## src/rtl/btn_rst_conditioner.sv

```systemverilog
// -----------------------------------------------------------------------------
// btn_rst_conditioner
//   Board-input conditioner for the FPGA top level. Each of NUM_BTN raw
//   buttons/switches is passed through a two-flop synchroniser and a
//   counter-based debouncer. The result is a clean level per channel plus
//   one-cycle press and release pulses. The block also builds a stretched,
//   registered platform reset from RST_IN and from the debounced level of
//   channel RST_BTN_IDX.
//
//   Optional feature macro: LONG_PRESS_EN
//     defined   : per-channel hold counters; BTN_LONG_OUT pulses once per hold,
//                 LONG_PRESS_CYCLES cycles after the level rises.
//     undefined : no hold counters; BTN_LONG_OUT is constant 0.
//
// Ports
//   CLK_IN          in   1        system clock, rising edge
//   RST_IN          in   1        asynchronous active-high reset
//   BTN_IN          in   NUM_BTN  raw asynchronous inputs, active-high
//   BTN_LEVEL_OUT   out  NUM_BTN  debounced stable level
//   BTN_PRESS_OUT   out  NUM_BTN  one-cycle pulse on a stable 0->1
//   BTN_RELEASE_OUT out  NUM_BTN  one-cycle pulse on a stable 1->0
//   BTN_LONG_OUT    out  NUM_BTN  one-cycle long-press pulse
//   RST_OUT         out  1        registered active-high platform reset
// -----------------------------------------------------------------------------
module btn_rst_conditioner #(
  parameter int unsigned NUM_BTN           = 4,
  parameter int unsigned DEBOUNCE_CYCLES   = 16,
  parameter int unsigned CNT_W             = 5,
  parameter int unsigned RST_BTN_IDX       = 0,
  parameter int unsigned RST_STRETCH       = 8,
  parameter int unsigned LONG_PRESS_CYCLES = 64
) (
  input  logic               CLK_IN,
  input  logic               RST_IN,
  input  logic [NUM_BTN-1:0] BTN_IN,
  output logic [NUM_BTN-1:0] BTN_LEVEL_OUT,
  output logic [NUM_BTN-1:0] BTN_PRESS_OUT,
  output logic [NUM_BTN-1:0] BTN_RELEASE_OUT,
  output logic [NUM_BTN-1:0] BTN_LONG_OUT,
  output logic               RST_OUT
);

  localparam int unsigned STR_W = 8;

  // Elaboration-time range check of the configuration.
  localparam bit PARAMS_OK = (NUM_BTN >= 1) && (NUM_BTN <= 16) &&
                             (CNT_W >= 1) && (CNT_W <= 16) &&
                             (DEBOUNCE_CYCLES >= 1) &&
                             (DEBOUNCE_CYCLES <= (32'd1 << CNT_W)) &&
                             (RST_BTN_IDX < NUM_BTN) &&
                             (RST_STRETCH >= 1) && (RST_STRETCH <= 255) &&
                             (LONG_PRESS_CYCLES >= 1);

  generate
    if (!PARAMS_OK) begin : g_param_check
      $error("btn_rst_conditioner: parameter out of range");
    end
  endgenerate

  // ---------------------------------------------------------------------------
  // Two-flop synchroniser, nothing between the stages.
  // ---------------------------------------------------------------------------
  logic [NUM_BTN-1:0] sync1_q;
  logic [NUM_BTN-1:0] sync2_q;

  always_ff @(posedge CLK_IN or posedge RST_IN) begin
    if (RST_IN) begin
      sync1_q <= '0;
      sync2_q <= '0;
    end else begin
      sync1_q <= BTN_IN;
      sync2_q <= sync1_q;
    end
  end

  // ---------------------------------------------------------------------------
  // Debouncer: the level flips only after DEBOUNCE_CYCLES consecutive
  // disagreeing samples; any agreeing sample restarts the count.
  // ---------------------------------------------------------------------------
  logic [CNT_W-1:0]   cnt_q [NUM_BTN];
  logic [CNT_W-1:0]   cnt_d [NUM_BTN];
  logic [NUM_BTN-1:0] level_q;
  logic [NUM_BTN-1:0] level_d;
  logic [NUM_BTN-1:0] press_q;
  logic [NUM_BTN-1:0] press_d;
  logic [NUM_BTN-1:0] release_q;
  logic [NUM_BTN-1:0] release_d;

  always_comb begin
    level_d   = level_q;
    press_d   = '0;
    release_d = '0;
    for (int i = 0; i < int'(NUM_BTN); i++) begin
      cnt_d[i] = '0;
      if (sync2_q[i] != level_q[i]) begin
        if (cnt_q[i] == CNT_W'(DEBOUNCE_CYCLES - 1)) begin
          // Pulses are registered together with the level, so they land in
          // the same cycle the level changes.
          level_d[i]   = sync2_q[i];
          press_d[i]   = sync2_q[i];
          release_d[i] = ~sync2_q[i];
        end else begin
          cnt_d[i] = cnt_q[i] + CNT_W'(1);
        end
      end
    end
  end

  always_ff @(posedge CLK_IN or posedge RST_IN) begin
    if (RST_IN) begin
      for (int i = 0; i < int'(NUM_BTN); i++) begin
        cnt_q[i] <= '0;
      end
      level_q   <= '0;
      press_q   <= '0;
      release_q <= '0;
    end else begin
      for (int i = 0; i < int'(NUM_BTN); i++) begin
        cnt_q[i] <= cnt_d[i];
      end
      level_q   <= level_d;
      press_q   <= press_d;
      release_q <= release_d;
    end
  end

  assign BTN_LEVEL_OUT   = level_q;
  assign BTN_PRESS_OUT   = press_q;
  assign BTN_RELEASE_OUT = release_q;

  // ---------------------------------------------------------------------------
  // Long-press detector.
  // ---------------------------------------------------------------------------
`ifdef LONG_PRESS_EN
  localparam int unsigned HOLD_W = $clog2(LONG_PRESS_CYCLES + 1);

  logic [HOLD_W-1:0]  hold_q [NUM_BTN];
  logic [HOLD_W-1:0]  hold_d [NUM_BTN];
  logic [NUM_BTN-1:0] long_q;
  logic [NUM_BTN-1:0] long_d;

  // Counter saturates at LONG_PRESS_CYCLES so each hold yields one pulse.
  always_comb begin
    long_d = '0;
    for (int i = 0; i < int'(NUM_BTN); i++) begin
      hold_d[i] = '0;
      if (level_q[i]) begin
        if (hold_q[i] != HOLD_W'(LONG_PRESS_CYCLES)) begin
          hold_d[i] = hold_q[i] + HOLD_W'(1);
        end else begin
          hold_d[i] = hold_q[i];
        end
        long_d[i] = (hold_q[i] == HOLD_W'(LONG_PRESS_CYCLES - 1));
      end
    end
  end

  always_ff @(posedge CLK_IN or posedge RST_IN) begin
    if (RST_IN) begin
      for (int i = 0; i < int'(NUM_BTN); i++) begin
        hold_q[i] <= '0;
      end
      long_q <= '0;
    end else begin
      for (int i = 0; i < int'(NUM_BTN); i++) begin
        hold_q[i] <= hold_d[i];
      end
      long_q <= long_d;
    end
  end

  assign BTN_LONG_OUT = long_q;
`else
  assign BTN_LONG_OUT = '0;
`endif

  // ---------------------------------------------------------------------------
  // Reset stretcher. RST_IN holds the counter at RST_STRETCH through the async
  // clear; the reset button reloads it every cycle its level is high.
  // RST_OUT is the registered "counter non-zero after this edge", so it rises
  // one cycle after the button level and falls on the RST_STRETCH-th edge
  // after both sources are released.
  // ---------------------------------------------------------------------------
  logic [STR_W-1:0] stretch_q;
  logic [STR_W-1:0] stretch_d;
  logic             rst_out_q;
  logic             rst_out_d;

  always_comb begin
    stretch_d = stretch_q;
    if (level_q[RST_BTN_IDX]) begin
      stretch_d = STR_W'(RST_STRETCH);
    end else if (stretch_q != '0) begin
      stretch_d = stretch_q - STR_W'(1);
    end
    rst_out_d = (stretch_d != '0);
  end

  always_ff @(posedge CLK_IN or posedge RST_IN) begin
    if (RST_IN) begin
      stretch_q <= STR_W'(RST_STRETCH);
      rst_out_q <= 1'b1;
    end else begin
      stretch_q <= stretch_d;
      rst_out_q <= rst_out_d;
    end
  end

  assign RST_OUT = rst_out_q;

endmodule

```

## config.mk

```make
export PLATFORM = sky130hd
export DESIGN_NAME = btn_rst_conditioner
export DESIGN_NICKNAME = d
export VERILOG_FILES = /design/src/rtl/btn_rst_conditioner.sv
export SDC_FILE = /design/constraint.sdc
export NUM_CORES = 1
export LEC_CHECK = 0
export CORE_MARGIN = 5
export CORE_UTILIZATION = 57
export CTS_BUF_LIST = sky130_fd_sc_hd__clkbuf_2
export DETAILED_ROUTE_END_ITERATION = 10
export GPL_TIMING_DRIVEN = 0
export HOLD_SLACK_MARGIN = 0.02
export PLACE_DENSITY = 0.82
export SLEW_MARGIN = 20
export SYNTH_ARGS = -nofsm -noshare
export SYNTH_HDL_FRONTEND = slang
export SYNTH_SLANG_ARGS = --single-unit
```

## constraint.sdc

```tcl
create_clock -name CLK_IN -period 2.6 [get_ports CLK_IN]
set_input_delay 0.39 -clock CLK_IN [delete_from_list [all_inputs] [get_ports CLK_IN]]
set_output_delay 0.39 -clock CLK_IN [all_outputs]
set_load 0.01 [all_outputs]
```

==> impl_metrics.py <==
metrics = {
    "die": {
        "dieWidth_um": 69.7,
        "io_pins": 23,
        "die_y_um": 69.7,
        "rows": 21,
        "design.die.area_um2": 4860,
        "core-area_um2": 3390,
        "initial_core_util_pct": 59.9,
    },
    "timing": {
        "max-slew-margin-rel_pct": 63.1,
        "worst_clock_skew_ns": 0.00684,
        "final_hold_vio_count": 0,
        "fmax_mhz": 460,
        "final.min_clock_period_ns": 2.18,
        "tightest_slew_ns": 0.551,
        "post-route-period-util_pct": 83.7,
        "timing.final.max_slew_violations": 0,
        "grt_setup_unrepaired": "false",
        "timing.hold.ws_ns": 0.255,
        "setup_violations_final": 0,
        "setup-tns-final_ns": 0,
    },
    "yosys": {
        "synthDistinctLibCells": 33,
        "synth_area_um2": 2030,
        "ys_top_cells_by_count": "47 x sky130_fd_sc_hd__dfrtp_1, 17 x sky130_fd_sc_hd__nor2_1, 14 x sky130_fd_sc_hd__xor2_1, 8 x sky130_fd_sc_hd__nand3_1, 8 x sky130_fd_sc_hd__nor3b_1",
        "synth_async_sr_flop_share_pct": 100,
        "synth_largest_type_area_fraction_pct": 57.9,
        "synth-edff-count": 0,
        "yosys.cell_count.top_type": "sky130_fd_sc_hd__dfrtp_1",
        "ys_flop_type": "sky130_fd_sc_hd__dfrtp_1",
        "ys_warn_count": 0,
        "postSynthCellCount": 167,
        "postSynthRegisterBits": 49,
        "synth_area_leaders": "sky130_fd_sc_hd__dfrtp_1 58%, sky130_fd_sc_hd__xor2_1 6.0%, sky130_fd_sc_hd__ha_1 3.7%",
        "synth.avg_cell_area_um2": 12.2,
        "synth_top_cell_by_area": "sky130_fd_sc_hd__dfrtp_1",
        "ys_seq_area_share_pct": 60.5,
    },
    "power": {
        "worst_ir_drop_on_vdd_mv": 0.457,
        "p_leak_nw": 1.12,
        "power.density_cell_area_nw_per_um2": 704,
        "report.power.total_w": 0.00165,
    },
    "grt": {
        "grt_overflow_total": 0,
        "grt_pass1_wl_um": 5440,
        "vias_in_the_first_global_route": 1344,
        "grtUsageTotal_pct": 13.7,
        "antenna_found_initial": 0,
        "grt_max_degree": 32,
    },
    "setup_path": {
        "cp.depth": 4,
        "worst_ep_arrival_time_ns": 2.54,
        "timing_worst_setup_path_type": "reg2reg",
        "worst-endpoint-required_ns": 2.96,
        "startpoint_type": "flip-flop",
        "critPathSlowestCell": "sky130_fd_sc_hd__or4_4",
        "path_buf_inv": 0,
        "worst_path_top_cell_family_by_delay": "simple AND/OR/NAND/NOR gates",
        "cells_traversed_along_the_worst_timing_path": "or4_4 > nor4b_4 > a22oi_1 > or3_1",
        "r2r_cells": 4,
        "crit_fanout": 10,
        "setup.worst_path.end_class": "flip-flop",
        "cpPeakStageDelay_ns": 0.60,
    },
    "detailed_routing": {
        "drt.antenna.violating_nets": 0,
        "drt_pass1_iterations": 4,
        "routed_via_density": 5.23,
        "dr.first_iter.drc_count": 86,
        "drt_drc_violations_left": 0,
        "routed-via-count": 1271,
        "route.final.wire_length_um": 3050,
        "drt-wirelength-per-cell_um": 12.6,
    },
    "job": {
        "max_cap_viol_count": 0,
    },
    "clock_network": {
        "cts.sink_count": 49,
        "clk_transition_reported_paths_ns": 0.22,
        "cts_tree": "built",
        "cts_made_buffers": 5,
        "htree_num_levels": 2,
        "worstSkewPairLatency_ns": 0.41,
        "post_cts_buffers": 0,
        "ctsRootBufferMaster": "sky130_fd_sc_hd__clkbuf_2",
        "hold_buffers": 0,
        "post_cts.resized_instances": 0,
        "max_clock_buf_depth": 2,
    },
    "place": {
        "gp_weighted_congestion": 0.769,
        "dp_hpwl_um": 2320,
        "port_buffers": 18,
    },
    "cells_and_area": {
        "postLayoutCoreUtil_pct": 69.1,
        "n_antenna_cell": 0,
        "flow.area_growth_from_synthesis_pct": 15.3,
        "post_route_cells_drive_above_1_share_pct": 14.2,
        "design.final.nets": 208,
    },
    "status": {
        "run_status": "finished, final reports clean",
    },
    "worst_hold_path": {
        "holdCritPathClass": "in2async",
    },
}
-- cell usage in the layout (no fill, tap or decap), drive strengths merged, types with 5 or more instances in the layout --
cell / instances
buf: 5
nand2: 6
nor2: 17
clkbuf: 6
ha: 6
dfrtp: 47
and2: 7
and3: 5
nor3b: 8
nand3: 8
nor3: 6
clkdlybuf4s50: 18
xor2: 14
-- final cells by class --
type | count | area [um2]
Inverter | 4 | 15.0
Fill cell | 245 | 1050
Clock inverter | 3 | 17.5
Clock buffer | 5 | 25.0
Buffer | 5 | 33.8
Sequential cell | 49 | 1230
Tap cell | 46 | 57.6
Timing Repair Buffer | 19 | 200
Multi-Input combinational cell | 112 | 764
-- state kept, by name, summed over array words and instances (netlist names) --
signal and cells:
BTN_LEVEL_OUT 4, BTN_PRESS_OUT 4, BTN_RELEASE_OUT 4, RST_OUT 1
cnt_q 20, stretch_q 8, sync1_q 4, sync2_q 4
-- power by group --
group | internal (W) | total [W] | switching, W
registers | 0.000858 | 0.000982 | 0.000124
logic | 0.000189 | 0.000376 | 0.000186
clock network | 0.0000639 | 0.000291 | 0.000227
-- metal layers --
| layer | GRT usage (%) | routed length, um |
|---|---|---|
| met1 | 15.1 | 1320 |
| met2 | 23.8 | 1510 |
| met3 | 4.49 | 151 |
| met4 | 6.38 | 77 |
| met5 | 0 | 0 |
-- worst register-to-register path, cell delays in order (launching register included) --
cell                      delay (ns)
sky130_fd_sc_hd__dfrtp_1        0.50
sky130_fd_sc_hd__or4_4          0.60
sky130_fd_sc_hd__nor4b_4        0.51
sky130_fd_sc_hd__a22oi_1        0.19
sky130_fd_sc_hd__or3_1          0.34
-- through the flow --
stage	area (um2)	instances	worst slack (ns)
floorplan	2040	170	0.654
global placement	2280	234	0.280
detailed placement	2300	235	0.448
CTS	2340	243	0.432
global route	2340	243	0.299
finish	2340	243	0.424
-- path summary, 6_finish.rpt --
check | slack (ns) | start | end
max | 0.42 | stretch_q[2] | RST_OUT
max in group asynchronous | 1.80 | RST_IN | RST_OUT
max reg2reg | 0.42 | stretch_q[2] | RST_OUT
min in group CLK_IN | 0.38 | sync1_q[1] | sync2_q[1]
min reg2reg | 0.38 | sync1_q[1] | sync2_q[1]
min | 0.26 | RST_IN | BTN_LEVEL_OUT[2]
-- kinds of logic (layout without fill, tap and decap cells) --
| family | Yosys count | count (layout) | synth area share, % |
|---|---|---|---|
| buffers and inverters | 9 | 36 | 2.40 |
| and+or+nand+nor | 71 | 71 | 20.3 |
| adders and majority gates | 6 | 6 | 3.70 |
| xor gates and xnor gates | 18 | 18 | 7.76 |
| muxes | 5 | 5 | 2.71 |
| DFF | 49 | 49 | 60.5 |
| AOI/OAI and AO/OA | 8 | 8 | 2.46 |
| other | 1 | 4 | 0.185 |
No activity file was read; power rests on OpenSTA's default activity.
